===== config.mk =====
export PLATFORM = sky130hd
export DESIGN_NAME = muldiv_seq_flat
export DESIGN_NICKNAME = d
export VERILOG_FILES = /design/src/rtl/muldiv_seq_pkg.sv /design/src/rtl/muldiv_seq_if.sv /design/src/rtl/muldiv_div_step.sv /design/src/rtl/muldiv_seq.sv /design/src/flat_wrapper.sv
export SDC_FILE = /design/constraint.sdc
export NUM_CORES = 1
export LEC_CHECK = 0
export BUFFER_PORTS_ARGS = -buffer_cell sky130_fd_sc_hd__buf_2
export CAP_MARGIN = 0
export CORE_AREA = 2 2 154 156
export DETAILED_ROUTE_END_ITERATION = 6
export DIE_AREA = 0 0 156 158
export PLACE_DENSITY = 0.74
export SETUP_SLACK_MARGIN = 0.15
export SLEW_MARGIN = 20
export SYNTH_ARGS = -nofsm -noshare
export SYNTH_HDL_FRONTEND = slang
export SYNTH_SLANG_ARGS = --single-unit

===== constraint.sdc =====
create_clock -name clk -period 4.64 [get_ports clk]
set_input_delay 0.232 -clock clk [delete_from_list [all_inputs] [get_ports clk]]
set_output_delay 0.232 -clock clk [all_outputs]
set_load 0.02 [all_outputs]

===== src/rtl/muldiv_seq_pkg.sv =====
// -----------------------------------------------------------------------------
// muldiv_seq_pkg
// Shared ALU op-code encoding plus the sequential multiply/divide constants:
// controller state encoding, iteration count and the bypass classifier.
// No ports (package).
// -----------------------------------------------------------------------------
package muldiv_seq_pkg;

   localparam int unsigned MULDIV_WIDTH = 32;
   // One quotient or multiplier bit per CALC cycle.
   localparam int unsigned MULDIV_ITER  = 32;

   // Shared ALU op encoding; only MUL, DIV and REM are handled by muldiv_seq.
   typedef enum logic [3:0] {
      ALU_ADD = 4'h0,
      ALU_SUB = 4'h1,
      ALU_AND = 4'h2,
      ALU_OR  = 4'h3,
      ALU_XOR = 4'h4,
      ALU_SLL = 4'h5,
      ALU_SRL = 4'h6,
      ALU_SRA = 4'h7,
      ALU_MUL = 4'h8,
      ALU_DIV = 4'h9,
      ALU_REM = 4'hA
   } alu_op_e;

   typedef enum logic [1:0] {
      ST_IDLE = 2'd0,
      ST_CALC = 2'd1,
      ST_DONE = 2'd2
   } muldiv_state_e;

   // True when the operation skips the iterative datapath and finishes after
   // a single CALC cycle (unsupported op, divide by zero, single-cycle MUL).
   function automatic logic needs_bypass(input logic [3:0] op,
                                         input logic       divisor_zero,
                                         input logic       fast_mul);
      logic bypass;
      case (op)
         ALU_MUL:          bypass = fast_mul;
         ALU_DIV, ALU_REM: bypass = divisor_zero;
         default:          bypass = 1'b1;
      endcase
      return bypass;
   endfunction

endpackage


===== src/rtl/muldiv_seq_if.sv =====
// -----------------------------------------------------------------------------
// muldiv_seq_if
// Request/response bundle of the sequential multiply/divide unit.
//   start, alu_op, in1, in2, kill : requester -> unit
//   ready, busy, done, result, overflow, div_zero : unit -> requester
// Modports: master (requester side), slave (muldiv_seq side).
// -----------------------------------------------------------------------------
interface muldiv_seq_if;
   import muldiv_seq_pkg::*;

   logic                    start;
   logic [3:0]              alu_op;
   logic [MULDIV_WIDTH-1:0] in1;
   logic [MULDIV_WIDTH-1:0] in2;
   logic                    kill;
   logic                    ready;
   logic                    busy;
   logic                    done;
   logic [MULDIV_WIDTH-1:0] result;
   logic                    overflow;
   logic                    div_zero;

   modport master (
      output start, alu_op, in1, in2, kill,
      input  ready, busy, done, result, overflow, div_zero
   );

   modport slave (
      input  start, alu_op, in1, in2, kill,
      output ready, busy, done, result, overflow, div_zero
   );

endinterface


===== src/rtl/muldiv_div_step.sv =====
// -----------------------------------------------------------------------------
// muldiv_div_step
// One restoring-division step: shift the next dividend bit into the partial
// remainder and subtract the divisor when it fits.
// Ports:
//   rem_i          partial remainder before the step (always < divisor_i)
//   dividend_bit_i next dividend bit, MSB first
//   divisor_i      divisor (non-zero)
//   rem_o          partial remainder after the step
//   q_bit_o        quotient bit produced by the step
// -----------------------------------------------------------------------------
module muldiv_div_step
   import muldiv_seq_pkg::*;
(
   input  logic [MULDIV_WIDTH-1:0] rem_i,
   input  logic                    dividend_bit_i,
   input  logic [MULDIV_WIDTH-1:0] divisor_i,
   output logic [MULDIV_WIDTH-1:0] rem_o,
   output logic                    q_bit_o
);

   logic [MULDIV_WIDTH:0]   shifted_s;
   logic [MULDIV_WIDTH-1:0] diff_s;

   // Compare/subtract; rem_i < divisor_i keeps the difference within 32 bits,
   // so the low-word subtraction is exact whenever the divisor fits.
   always_comb begin
      shifted_s = {rem_i, dividend_bit_i};
      diff_s    = shifted_s[MULDIV_WIDTH-1:0] - divisor_i;
      if (shifted_s >= {1'b0, divisor_i}) begin
         q_bit_o = 1'b1;
         rem_o   = diff_s;
      end else begin
         q_bit_o = 1'b0;
         rem_o   = shifted_s[MULDIV_WIDTH-1:0];
      end
   end

endmodule


===== src/rtl/muldiv_seq.sv =====
// -----------------------------------------------------------------------------
// muldiv_seq
// Sequential unsigned 32-bit multiply / divide / remainder unit.
// MUL: shift-add, one multiplier bit per cycle. DIV/REM: restoring division,
// one quotient bit per cycle. Divide-by-zero and unsupported op codes bypass
// the iteration and complete after one CALC cycle.
// Ports:
//   clk  clock (rising edge)
//   rst  synchronous active-high reset
//   bus  muldiv_seq_if.slave: start/alu_op/in1/in2/kill in,
//        ready/busy/done/result/overflow/div_zero out (all registered)
// Build option: define MULDIV_FAST_MUL_EN for a single-cycle 32x32 MUL that
// bypasses the iteration; DIV/REM are unaffected.
// -----------------------------------------------------------------------------
module muldiv_seq
   import muldiv_seq_pkg::*;
#(
   parameter int unsigned WIDTH = 32   // only 32 is supported
) (
   input  logic               clk,
   input  logic               rst,
   muldiv_seq_if.slave        bus
);

`ifdef MULDIV_FAST_MUL_EN
   localparam logic FAST_MUL = 1'b1;
`else
   localparam logic FAST_MUL = 1'b0;
`endif

   localparam logic [4:0] LAST_CNT = 5'(MULDIV_ITER - 1);

   muldiv_state_e          state_q, state_d;
   logic [4:0]             cnt_q, cnt_d;
   logic [3:0]             op_q, op_d;
   logic [WIDTH-1:0]       op1_q, op1_d;
   logic [WIDTH-1:0]       op2_q, op2_d;
   // MUL: {partial product high, remaining multiplier bits}
   // DIV: {partial remainder, remaining dividend bits / quotient bits}
   logic [2*WIDTH-1:0]     acc_q, acc_d;
   logic [WIDTH-1:0]       result_q, result_d;
   logic                   ovf_q, ovf_d;
   logic                   dz_q, dz_d;
   logic                   ready_q, busy_q, done_q;

   logic [WIDTH:0]         mul_sum_s;
   logic [2*WIDTH-1:0]     mul_acc_s;
   logic [WIDTH-1:0]       div_rem_s;
   logic                   div_qbit_s;
   logic [2*WIDTH-1:0]     div_acc_s;
   logic                   bypass_s;
`ifdef MULDIV_FAST_MUL_EN
   logic [2*WIDTH-1:0]     fast_prod_s;
`endif

   muldiv_div_step u_div_step (
      .rem_i          (acc_q[2*WIDTH-1:WIDTH]),
      .dividend_bit_i (acc_q[WIDTH-1]),
      .divisor_i      (op2_q),
      .rem_o          (div_rem_s),
      .q_bit_o        (div_qbit_s)
   );

   // Datapath step candidates; the multiplier LSB decides whether to add,
   // then the 65-bit sum shifts right by one into the 64-bit accumulator.
   always_comb begin
      mul_sum_s = {1'b0, acc_q[2*WIDTH-1:WIDTH]} + ({(WIDTH+1){acc_q[0]}} & {1'b0, op1_q});
      mul_acc_s = {mul_sum_s, acc_q[WIDTH-1:1]};
      div_acc_s = {div_rem_s, acc_q[WIDTH-2:0], div_qbit_s};
      bypass_s  = needs_bypass(op_q, (op2_q == {WIDTH{1'b0}}), FAST_MUL);
`ifdef MULDIV_FAST_MUL_EN
      fast_prod_s = {{WIDTH{1'b0}}, op1_q} * {{WIDTH{1'b0}}, op2_q};
`endif
   end

   // Next-state and datapath control; kill overrides everything except rst.
   always_comb begin
      state_d  = state_q;
      cnt_d    = cnt_q;
      op_d     = op_q;
      op1_d    = op1_q;
      op2_d    = op2_q;
      acc_d    = acc_q;
      result_d = result_q;
      ovf_d    = ovf_q;
      dz_d     = dz_q;

      case (state_q)
         ST_IDLE: begin
            if (bus.start) begin
               state_d = ST_CALC;
               cnt_d   = 5'd0;
               op_d    = bus.alu_op;
               op1_d   = bus.in1;
               op2_d   = bus.in2;
               if (bus.alu_op == ALU_MUL) begin
                  acc_d = {{WIDTH{1'b0}}, bus.in2};
               end else begin
                  acc_d = {{WIDTH{1'b0}}, bus.in1};
               end
            end else begin
               state_d = ST_IDLE;
            end
         end

         ST_CALC: begin
            if (bypass_s) begin
               state_d = ST_DONE;
               cnt_d   = 5'd0;
               case (op_q)
                  ALU_DIV: begin
                     result_d = {WIDTH{1'b1}};
                     ovf_d    = 1'b0;
                     dz_d     = 1'b1;
                  end
                  ALU_REM: begin
                     result_d = op1_q;
                     ovf_d    = 1'b0;
                     dz_d     = 1'b1;
                  end
`ifdef MULDIV_FAST_MUL_EN
                  ALU_MUL: begin
                     result_d = fast_prod_s[WIDTH-1:0];
                     ovf_d    = |fast_prod_s[2*WIDTH-1:WIDTH];
                     dz_d     = 1'b0;
                  end
`endif
                  default: begin
                     result_d = op1_q;
                     ovf_d    = 1'b0;
                     dz_d     = 1'b0;
                  end
               endcase
            end else begin
               if (op_q == ALU_MUL) begin
                  acc_d = mul_acc_s;
               end else begin
                  acc_d = div_acc_s;
               end
               if (cnt_q == LAST_CNT) begin
                  state_d = ST_DONE;
                  cnt_d   = 5'd0;
                  case (op_q)
                     ALU_MUL: begin
                        result_d = acc_d[WIDTH-1:0];
                        ovf_d    = |acc_d[2*WIDTH-1:WIDTH];
                        dz_d     = 1'b0;
                     end
                     ALU_REM: begin
                        result_d = acc_d[2*WIDTH-1:WIDTH];
                        ovf_d    = 1'b0;
                        dz_d     = 1'b0;
                     end
                     default: begin
                        result_d = acc_d[WIDTH-1:0];
                        ovf_d    = 1'b0;
                        dz_d     = 1'b0;
                     end
                  endcase
               end else begin
                  cnt_d = cnt_q + 5'd1;
               end
            end
         end

         ST_DONE: begin
            state_d = ST_IDLE;
         end

         default: begin
            state_d = ST_IDLE;
            cnt_d   = 5'd0;
         end
      endcase

      // Flush: drop the operation and keep the previously reported result.
      if (bus.kill) begin
         state_d  = ST_IDLE;
         cnt_d    = 5'd0;
         result_d = result_q;
         ovf_d    = ovf_q;
         dz_d     = dz_q;
      end else begin
         cnt_d = cnt_d;
      end
   end

   // State, datapath and output registers; status flags follow the next state
   // so they are aligned with the state register.
   always_ff @(posedge clk) begin
      if (rst) begin
         state_q  <= ST_IDLE;
         cnt_q    <= 5'd0;
         op_q     <= 4'd0;
         op1_q    <= {WIDTH{1'b0}};
         op2_q    <= {WIDTH{1'b0}};
         acc_q    <= {(2*WIDTH){1'b0}};
         result_q <= {WIDTH{1'b0}};
         ovf_q    <= 1'b0;
         dz_q     <= 1'b0;
         ready_q  <= 1'b1;
         busy_q   <= 1'b0;
         done_q   <= 1'b0;
      end else begin
         state_q  <= state_d;
         cnt_q    <= cnt_d;
         op_q     <= op_d;
         op1_q    <= op1_d;
         op2_q    <= op2_d;
         acc_q    <= acc_d;
         result_q <= result_d;
         ovf_q    <= ovf_d;
         dz_q     <= dz_d;
         ready_q  <= (state_d == ST_IDLE);
         busy_q   <= (state_d != ST_IDLE);
         done_q   <= (state_d == ST_DONE);
      end
   end

   assign bus.ready    = ready_q;
   assign bus.busy     = busy_q;
   assign bus.done     = done_q;
   assign bus.result   = result_q;
   assign bus.overflow = ovf_q;
   assign bus.div_zero = dz_q;

endmodule


===== src/flat_wrapper.sv =====
// flat-port wrapper written by rule: the top's interface ports become plain ports
module muldiv_seq_flat import muldiv_seq_pkg::*;
#(
   parameter int unsigned WIDTH = 32                          
)
  (clk, rst, bus_start, bus_alu_op, bus_in1, bus_in2, bus_kill, bus_ready, bus_busy, bus_done, bus_result, bus_overflow, bus_div_zero);
  muldiv_seq_if bus_i ();
  input  logic clk;
  input  logic rst;
  input wire logic [$bits(bus_i.start)-1:0] bus_start;
  input wire logic [$bits(bus_i.alu_op)-1:0] bus_alu_op;
  input wire logic [$bits(bus_i.in1)-1:0] bus_in1;
  input wire logic [$bits(bus_i.in2)-1:0] bus_in2;
  input wire logic [$bits(bus_i.kill)-1:0] bus_kill;
  output wire logic [$bits(bus_i.ready)-1:0] bus_ready;
  output wire logic [$bits(bus_i.busy)-1:0] bus_busy;
  output wire logic [$bits(bus_i.done)-1:0] bus_done;
  output wire logic [$bits(bus_i.result)-1:0] bus_result;
  output wire logic [$bits(bus_i.overflow)-1:0] bus_overflow;
  output wire logic [$bits(bus_i.div_zero)-1:0] bus_div_zero;
  assign bus_i.start = bus_start;
  assign bus_i.alu_op = bus_alu_op;
  assign bus_i.in1 = bus_in1;
  assign bus_i.in2 = bus_in2;
  assign bus_i.kill = bus_kill;
  assign bus_ready = bus_i.ready;
  assign bus_busy = bus_i.busy;
  assign bus_done = bus_i.done;
  assign bus_result = bus_i.result;
  assign bus_overflow = bus_i.overflow;
  assign bus_div_zero = bus_i.div_zero;
  muldiv_seq #(.WIDTH(WIDTH)) u_core (.clk(clk), .rst(rst), .bus(bus_i));
endmodule

==> results.md, run 1 <==
- For this design the static power due to leakage is 5.72 nW.
- The average instance in the mapped netlist occupies 7.25 sq um.
- The core footprint is 23100 sq um.
- The number of endpoints with negative hold slack in the final report is 0.
- The netlist area before placement is 12500 sq um.
- The share of synthesized cell area in full adder, half adder and majority cells is 6.93%.
- The sequential share of the synthesized area is 28.2%.
- By area, the combinational part of the netlist is dominated by compound AO/OA/AOI/OAI gates.
- Detailed routing inserted a total of 13400 vias.
- In the synthesized netlist the async set-or-reset flop fraction comes to 0%.
- Of all nets on the critical path, the largest fanout is 17.
- The internal portion of the total power is 2.66 mW.
- In this run the critical register-to-register path is launched from u_core.op2_q[8].
- The worst-skew pair later-pin latency is 440 ps.
- The count of non-filler cells in the finished layout is 2067.
- The reported net switching power is 1.27 mW.
- The number of DRC markers in iteration 0 is 1843.
- The summed negative setup slack over all endpoints is 0 ps.
- Entering global routing, the biggest net connects 107 pins.
- The per-cell via count in the routed design is 6.46.
- The initial antenna violation count is 1.
- TritonCTS built the clock tree.
- Yosys mapped a number of flops with a built-in enable equal to 0.
- Across the routed clock network, the largest skew measured is 9.67 ps.
- Measured against its own limit, the worst slew margin works out to 40.7%.
- The wire length per cell is 21.2 um.
- The final setup violation count is 0.
- The arrival time at the worst endpoint is 4640 ps.
- The synthesized netlist devotes 3.09% of its cell area to XOR and XNOR gates.
- By area the synthesized netlist is led by dfxtp_1 (28%), a21oi_1 (8.8%), nand2_1 (7.9%), ha_1 (6.6%), a211oi_1 (5.3%).
- The worst-case IR drop observed on VDD is 253 uV.
- The all-layer global routing usage is 35.1%.
- The post-synthesis simple-gate area fraction is 23.9%.
- The number of rows created at floorplan is 56.
- The power density over cell area is 283 nW/um^2.
- The worst path meets setup with 288 ps of slack.
- Counting flops and latches in the post-synthesis netlist gives 176.
- The most common cell in the synthesized netlist is nand2_1.
- In this run the count of I/O pins placed on the die edge is 109.
- The proportion of layout cells with a drive suffix above 1 is 11.6%.
- CTS placed an instance of clkbuf_16 at the clock tree root.
- The routed wire length is 43900 um.
- The flow ran to the end, and the final reports show no timing, DRC or antenna violations.
- The synthesized design spends more area on one cell type than any other, namely dfxtp_1.
- The path depth of the worst reg2reg path is 13.
- The number of max-slew violations in the final report came to 0.
- The proportion of power drawn by flip-flops and latches is 41.6%.
- The clock tree buffer depth is 2.
- After synthesis, the largest area contributor takes up 28.2% of total cell area.
- The chip height is 158 um.
- The number of iterations in the first detailed-routing pass is 6.
- Measured against the total synthesized area, the mux share comes to 4.46%.
- After filler insertion, the fill cell instance count of the layout stands at 2127.
- The worst reg-to-reg setup slack is 290 ps.
- The switching power share of the total is 32.3%.
- Tracing the worst setup path back leads to its startpoint at u_core.op2_q[8].
- The detail route stage leaves a number of antenna-violating nets equal to 0.
- In this run the number of H-tree levels came out at 4.
- Counting instances, the worst hold path has a depth of 3.
- The clock network fraction of design power is 39.1%.
- The data required time of the critical path is 4920 ps.
- Once detailed placement completed, the half-perimeter wirelength came to 32100 um.
- The repair_antennas step left the layout with diodes totalling 0.
- The die is 156 um wide.
- The number of standard cells after synthesis is 1723.
- For this run, the leading register cell type out of synthesis is dfxtp_1.
- The floorplan step defined a die boundary enclosing 24600 sq um.
- The clock net in this run drives a total of 176 sinks.
- The worst hold-check path type is input port to flip-flop.
- The count of maximum capacitance violations is 0.
- The launch instance of the worst min-delay path is bus_in1[19].
- After synthesis, the most frequently instantiated cells are nand2_1 (263), a21oi_1 (220), dfxtp_1 (176).
- The path with the worst hold slack has its endpoint at u_core.op1_q[19].
- The detailed-route DRC error count is 0.
- The worst slack at placement is 205 ps.
- The total grt overflow is 0.
- STA classifies the critical path startpoint as a flip-flop.
- Once placement completed, the tool counted placed cells totaling 2036.
- Relative to the synthesized area, the layout overhead comes to 11.1%.
- Once the floorplan was initialized, standard cells occupied 54.2% of the core.
- The clock transition at the registers of the reported paths is 80 ps.
- The net count after synthesis is 1863.
- Buffers placed on the I/O ports in this run total 108.
- The synthesized netlist devotes 27.8% of its cell area to compound gates.
- The net total in the final layout is 1905.
- Setup repair after global routing left no endpoint under its margin.
- For this run, the number of Yosys warnings is 0.
- The global-route wire length before repair is 67600 um.
- The combinational group share of total power is 19.3%.
- The highest attainable clock frequency is 230 MHz.
- The distinct cell type count after synthesis is 69.
- The worst setup path is captured at a flip-flop.
- The routed design could run at a clock period as short as 4350 ps.
- The via count of the first global-routing pass is 11700.
- The final critical-path share of the clock period is 93.8%.
- Clock tree synthesis inserted a total of 17 buffers.
- The category of the most critical setup path is flip-flop to flip-flop.
- For the pin with the worst max-slew slack, the measured transition is 890 ps.
- The capturing point of the worst reg2reg path is u_core.bus.overflow.
- The placer's final routability congestion estimate is 1.01.
- The post-CTS setup repair buffer count is 0.
## how the worst max path moves through the flow
stage | endpoint | slack, ps | cells after the start
2_1_floorplan | u_core.bus.overflow | 1230 | 16
3_3_place_gp | u_core.bus.overflow | 270 | 13
3_5_place_dp | u_core.bus.overflow | 200 | 13
4_1_cts | u_core.bus.overflow | 180 | 13
5_1_grt | u_core.bus.overflow | 150 | 13
6_report | u_core.bus.overflow | 290 | 13
## layer usage
layer,up-vias,track usage [%],wire (um)
met5,-,0,13
met4,2,8.26,895
met1,6252,52.8,19500
met3,70,7.91,5140
met2,735,50.6,18300
li1,6296,-,-
## cells by family (layout without fill, tap and decap cells)
family,Yosys count,after routing
flops,176,176
xor+xnor,44,44
simple gates,651,651
fa+ha+maj,68,68
buf+inv,177,231
compound gates,552,552
mux,55,55
## final cells by class
type                            count  area (sq um)  share of cell area, %
Clock buffer                       17           425                   3.06
Clock inverter                     14           190                   1.37
Inverter                           54           203                   1.46
Multi-Input combinational cell   1370          8320                   59.9
Sequential cell                   176          3520                   25.4
Tap cell                          290           363                   2.61
Timing Repair Buffer              146           857                   6.18
## cells in the final DEF, fill, tap and decap left out, types with 4 or more instances in the layout
master,n
nand3_1,48
nor2b_1,38
nor4_1,16
o2111ai_1,4
buf_4,36
nand2_1,262
inv_8,4
and2_1,39
inv_1,54
a31oi_1,30
mux2_2,5
o22ai_1,6
o211ai_1,12
a211o_1,4
clkbuf_16,17
and3_1,8
o311ai_0,13
o21a_1,11
xor2_1,17
buf_2,107
a311oi_1,11
xnor2_1,27
o31ai_1,5
nand4_1,17
or3_1,6
dfxtp_1,175
ha_1,66
o21bai_1,7
nand3b_1,4
nor2_1,143
nand2b_1,9
inv_6,4
a21o_1,23
a211oi_1,88
o21ai_0,74
nor3_1,38
mux2i_1,50
a22oi_1,4
a21oi_1,220
## flip-flops by register name, indices dropped and copies added, names as in the netlist
signal	cells
u_core.bus.overflow	1
u_core.state_q	2
u_core.op_q	4
u_core.bus.busy	1
u_core.acc_q	64
u_core.op2_q	32
u_core.op1_q	32
u_core.cnt_q	5
u_core.bus.ready	1
u_core.bus.done	1
u_core.bus.result	32
u_core.bus.div_zero	1
## what timing repair did
item / CTS / global route
hold buffers: 0 / 0
gates resized for setup: 0 / 2
setup endpoints to repair: 0 / 8
## power groups by stage
stage	Clock, mW	Sequential [mW]	Combinational [mW]
after floorplan	0	1.65	0.498
after global placement	0	1.66	0.728
after detailed placement	0	1.67	0.730
after CTS	1.54	1.63	0.736
after global routing	1.60	1.64	0.820
final	1.54	1.63	0.760
## critical path, cell delays in order, from the launching register on
cell and delay (ps):
dfxtp_1 360, inv_1 50, ha_1 410, nand4_1 290, nor3_1 320, o21ai_1 190
a31oi_4 310, o21a_2 540, mux2i_1 350, mux2i_1 180, nor4_1 340, nand4b_1 280
nor4_1 420, a311oi_1 140
## metrics by stage
step	hold WS (ps)	instance area [sq um]	util, %	total power, mW
final	35.1	13900	60.2	3.93
after global routing	38.6	13900	60.2	4.05
after CTS	29.1	13900	60.2	3.90
after detailed placement	445	13300	57.5	2.40
after global placement	438	13300	57.5	2.39
after floorplan	368	12500	-	2.15
No activity file was read; power rests on OpenSTA's default activity.
==> run 2: changes to the inputs <==
--- a/config.mk
+++ b/config.mk
@@ -8,6 +8,7 @@
 export BUFFER_PORTS_ARGS = -buffer_cell sky130_fd_sc_hd__buf_2
 export CAP_MARGIN = 0
 export CORE_AREA = 2 2 154 156
+export CTS_BUF_LIST = sky130_fd_sc_hd__clkbuf_4
 export DETAILED_ROUTE_END_ITERATION = 6
 export DIE_AREA = 0 0 156 158
 export PLACE_DENSITY = 0.74
==> run 2 against run 1 <==
Compared with the run above:
- the flow now finishes with violations (DRC)
- critical endpoint unchanged
- combinational power up 6.8%
- clock-buffer cell count unchanged
- clock skew up 19 ps
==> results.md, run 2 (synthesized netlist as in run 1, its figures left out) <==
- The number of DRC markers in iteration 0 is 1892 (+2.7%).
- The TritonCTS clock tree is yes.
- The chip height came to 158 um (unchanged).
- Leaving out fill and tap cells, the most frequent cell in the layout is nand2_1.
- The count of maximum capacitance violations is 0 (unchanged).
- The number of levels in the clock H-tree is 4 (unchanged).
- In this run the critical register-to-register path is launched from u_core.acc_q[31].
- The full die area is 24600 sq um (unchanged).
- The worst hold-check path type is input port to flip-flop.
- The worst setup path is launched from a flip-flop.
- The category of the most critical setup path is flip-flop to flip-flop.
- The register with the highest flop count is u_core.acc_q.
- The number of max-slew violations in the final report is 0 (unchanged).
- The flow ran to the end, but the final reports show violations.
- The clock tree skew after final layout is 28.8 ps (+19.1 ps).
- The overall power was 3.45 mW (-12%).
- The count of input and output buffers is 108 (unchanged).
- The start point of the critical path is u_core.acc_q[31].
- The core footprint is 23100 sq um (unchanged).
- The number of buffers added by the clock tree synthesis step is 17 (unchanged).
- The worst hold-check slack is 72.6 ps (+37.5 ps).
- The initial antenna violation count was 5 (+4).
- The proportion of layout cells with a drive suffix above 1 is 11.2% (-0.44 points).
- The width of the die is 156 um (unchanged).
- The number of iterations in the first detailed-routing pass is 7 (+1).
- The total half-perimeter wirelength after legalization and detailed placement came to 32100 um (unchanged).
- The routed wire length is 45400 um (+3.6%).
- The highest attainable clock frequency is 238 MHz (+3.4%).
- The initial cell density of the core is 54.2% (unchanged).
- Leaving out fill and tap cells, the most frequent cells in the layout are nand2_1 (262), a21oi_1 (220), dfxtp_1 (175).
- The data required time of the critical path is 5110 ps (+190 ps).
- The detailed-route DRC error count is 1 (+1).
- The worst-skew pair later-pin latency is 620 ps (+180 ps).
- The via count of the first global-routing pass came to 12200 (+4.0%).
- The transition time at the pin with the least slew margin is 893 ps (+3.40 ps).
- The final reports fail on DRC.
- The number of I/O pins came to 109 (unchanged).
- The number of flip-flops in the largest register is 64 (unchanged).
- The power density over cell area came to 241 nW/um^2 (-15%).
- The launch instance of the worst min-delay path is bus_start.
- The total grt overflow is 0 (unchanged).
- The worst setup path is captured at a flip-flop.
- The final period demand of the worst path is 4210 ps (-143 ps).
- The summed negative setup slack over all endpoints is 0 ps (unchanged).
- The final critical-path share of the clock period was 90.7% (-3.1 points).
- The net total in the final layout is 1974 (+3.6%).
- The maximum fanout count along the critical path is 4 (-13).
- The global-route wire length before repair was 69800 um (+3.3%).
- The worst-case vdd ir drop was 191 uV (-25%).
- The post-detailed-route count of antenna-violating nets is 0 (unchanged).
- The number of endpoints with negative hold slack in the final report is 0 (unchanged).
- The via count was 13800 (+3.7%).
- The maximum number of pins on one net before global-route repair is 107 (unchanged).
- The all-layer global routing usage came to 36.4% (+1.2 points).
- The relative area change from synthesis to final layout is 14.4%.
- The clock net sink count is 176 (unchanged).
- The buffer type at the clock tree root is clkbuf_4.
- The per-cell via count in the routed design is 6.47 (+0.21%).
- The clock tree buffer depth is 2 (unchanged).
- The leakage power is 5.87 nW (+2.8%).
- Setup repair after global routing left no endpoint under its margin.
- The relative slew slack came to 40.4% (-0.23 points).
- The number of rows created at floorplan is 56 (unchanged).
- The wire length per cell is 21.2 um (+0.10%).
- The clock transition at the registers of the reported paths was 170 ps (+90 ps).
- The final setup violation count came to 0 (unchanged).
- The placer's final routability congestion estimate is 1.01 (unchanged).
- The arrival time at the worst endpoint was 4680 ps (+40 ps).
==> run 2: cell count changes in the layout (fill, tap and decap cells not counted) <==
cell | before | now
dlygate4sd3_1 | 0 | 69
diode_2 | 0 | 3
o21a_4 | 0 | 1
o21a_2 | 1 | 0
clkbuf_4 | 0 | 17
clkbuf_16 | 17 | 0
==> run 2: what timing repair did <==
action / 4_1_cts / 5_1_grt
buffers inserted: 0 / 0
setup endpoints to repair: 0 / 8
hold buffers: 69 / 0
endpoints found under the hold margin: 74 / 0
gates resized for setup: 0 / 3
==> run 2: layout make-up <==
| cell class | instances | area, sq um |
|---|---|---|
| fillers | 2070 | 8770 |
| multi-input cells | 1370 | 8320 |
| flip-flops and latches | 176 | 3520 |
| repair buffers | 215 | 1550 |
| well taps | 290 | 363 |
| inverters | 54 | 203 |
| clock inverters | 14 | 190 |
| clock buffers | 17 | 128 |
| diodes | 3 | 7.51 |
==> run 2: worst paths after layout <==
check / end / slack [ps] / cells after the start
setup / recovery: u_core.bus.overflow / 430 / 17
setup reg to reg: u_core.bus.overflow / 430 / 17
hold / removal: u_core.cnt_q[4] / 70 / 4
hold reg to reg: u_core.bus.result[29] / 460 / 2
==> run 2: metrics by stage <==
| stage | std cells | area, sq um | setup WS, ps | util, % |
|---|---|---|---|---|
| final | 2139 | 14300 | 431 | 62.0 |
| after global routing | 2139 | 14300 | 182 | 62.0 |
| after CTS | 2136 | 14300 | 156 | 61.9 |
| after detailed placement | 2036 | 13300 | 205 | 57.5 |
| after global placement | 2036 | 13300 | 270 | 57.5 |
| after floorplan | 1723 | 12500 | 1230 | - |
==> run 2: layer usage <==
| metal | vias up | wire [um] | track usage [%] |
|---|---|---|---|
| met5 | - | 13 | 0 |
| met3 | 126 | 5610 | 7.47 |
| li1 | 6419 | - | - |
| met1 | 6425 | 19400 | 53.4 |
| met4 | 2 | 1370 | 12.0 |
| met2 | 877 | 19100 | 52.9 |
==> run 2: power by group <==
| group | internal (mW) | switching [mW] |
|---|---|---|
| clock network | 0.349 | 0.649 |
| logic | 0.301 | 0.511 |
| registers | 1.58 | 0.0599 |
==> run 2: worst max-delay path, cell delays in order, from the launching register on <==
cell	delay [ps]
dfxtp_1	410
inv_1	120
ha_1	240
inv_1	70
fa_1	200
a21o_1	150
a221oi_1	80
buf_4	160
or4b_2	660
nand3_1	190
a2111oi_0	130
buf_4	160
o31ai_1	390
a22oi_1	270
nor4b_1	360
nand3_1	110
nor4_1	240
a311oi_1	130
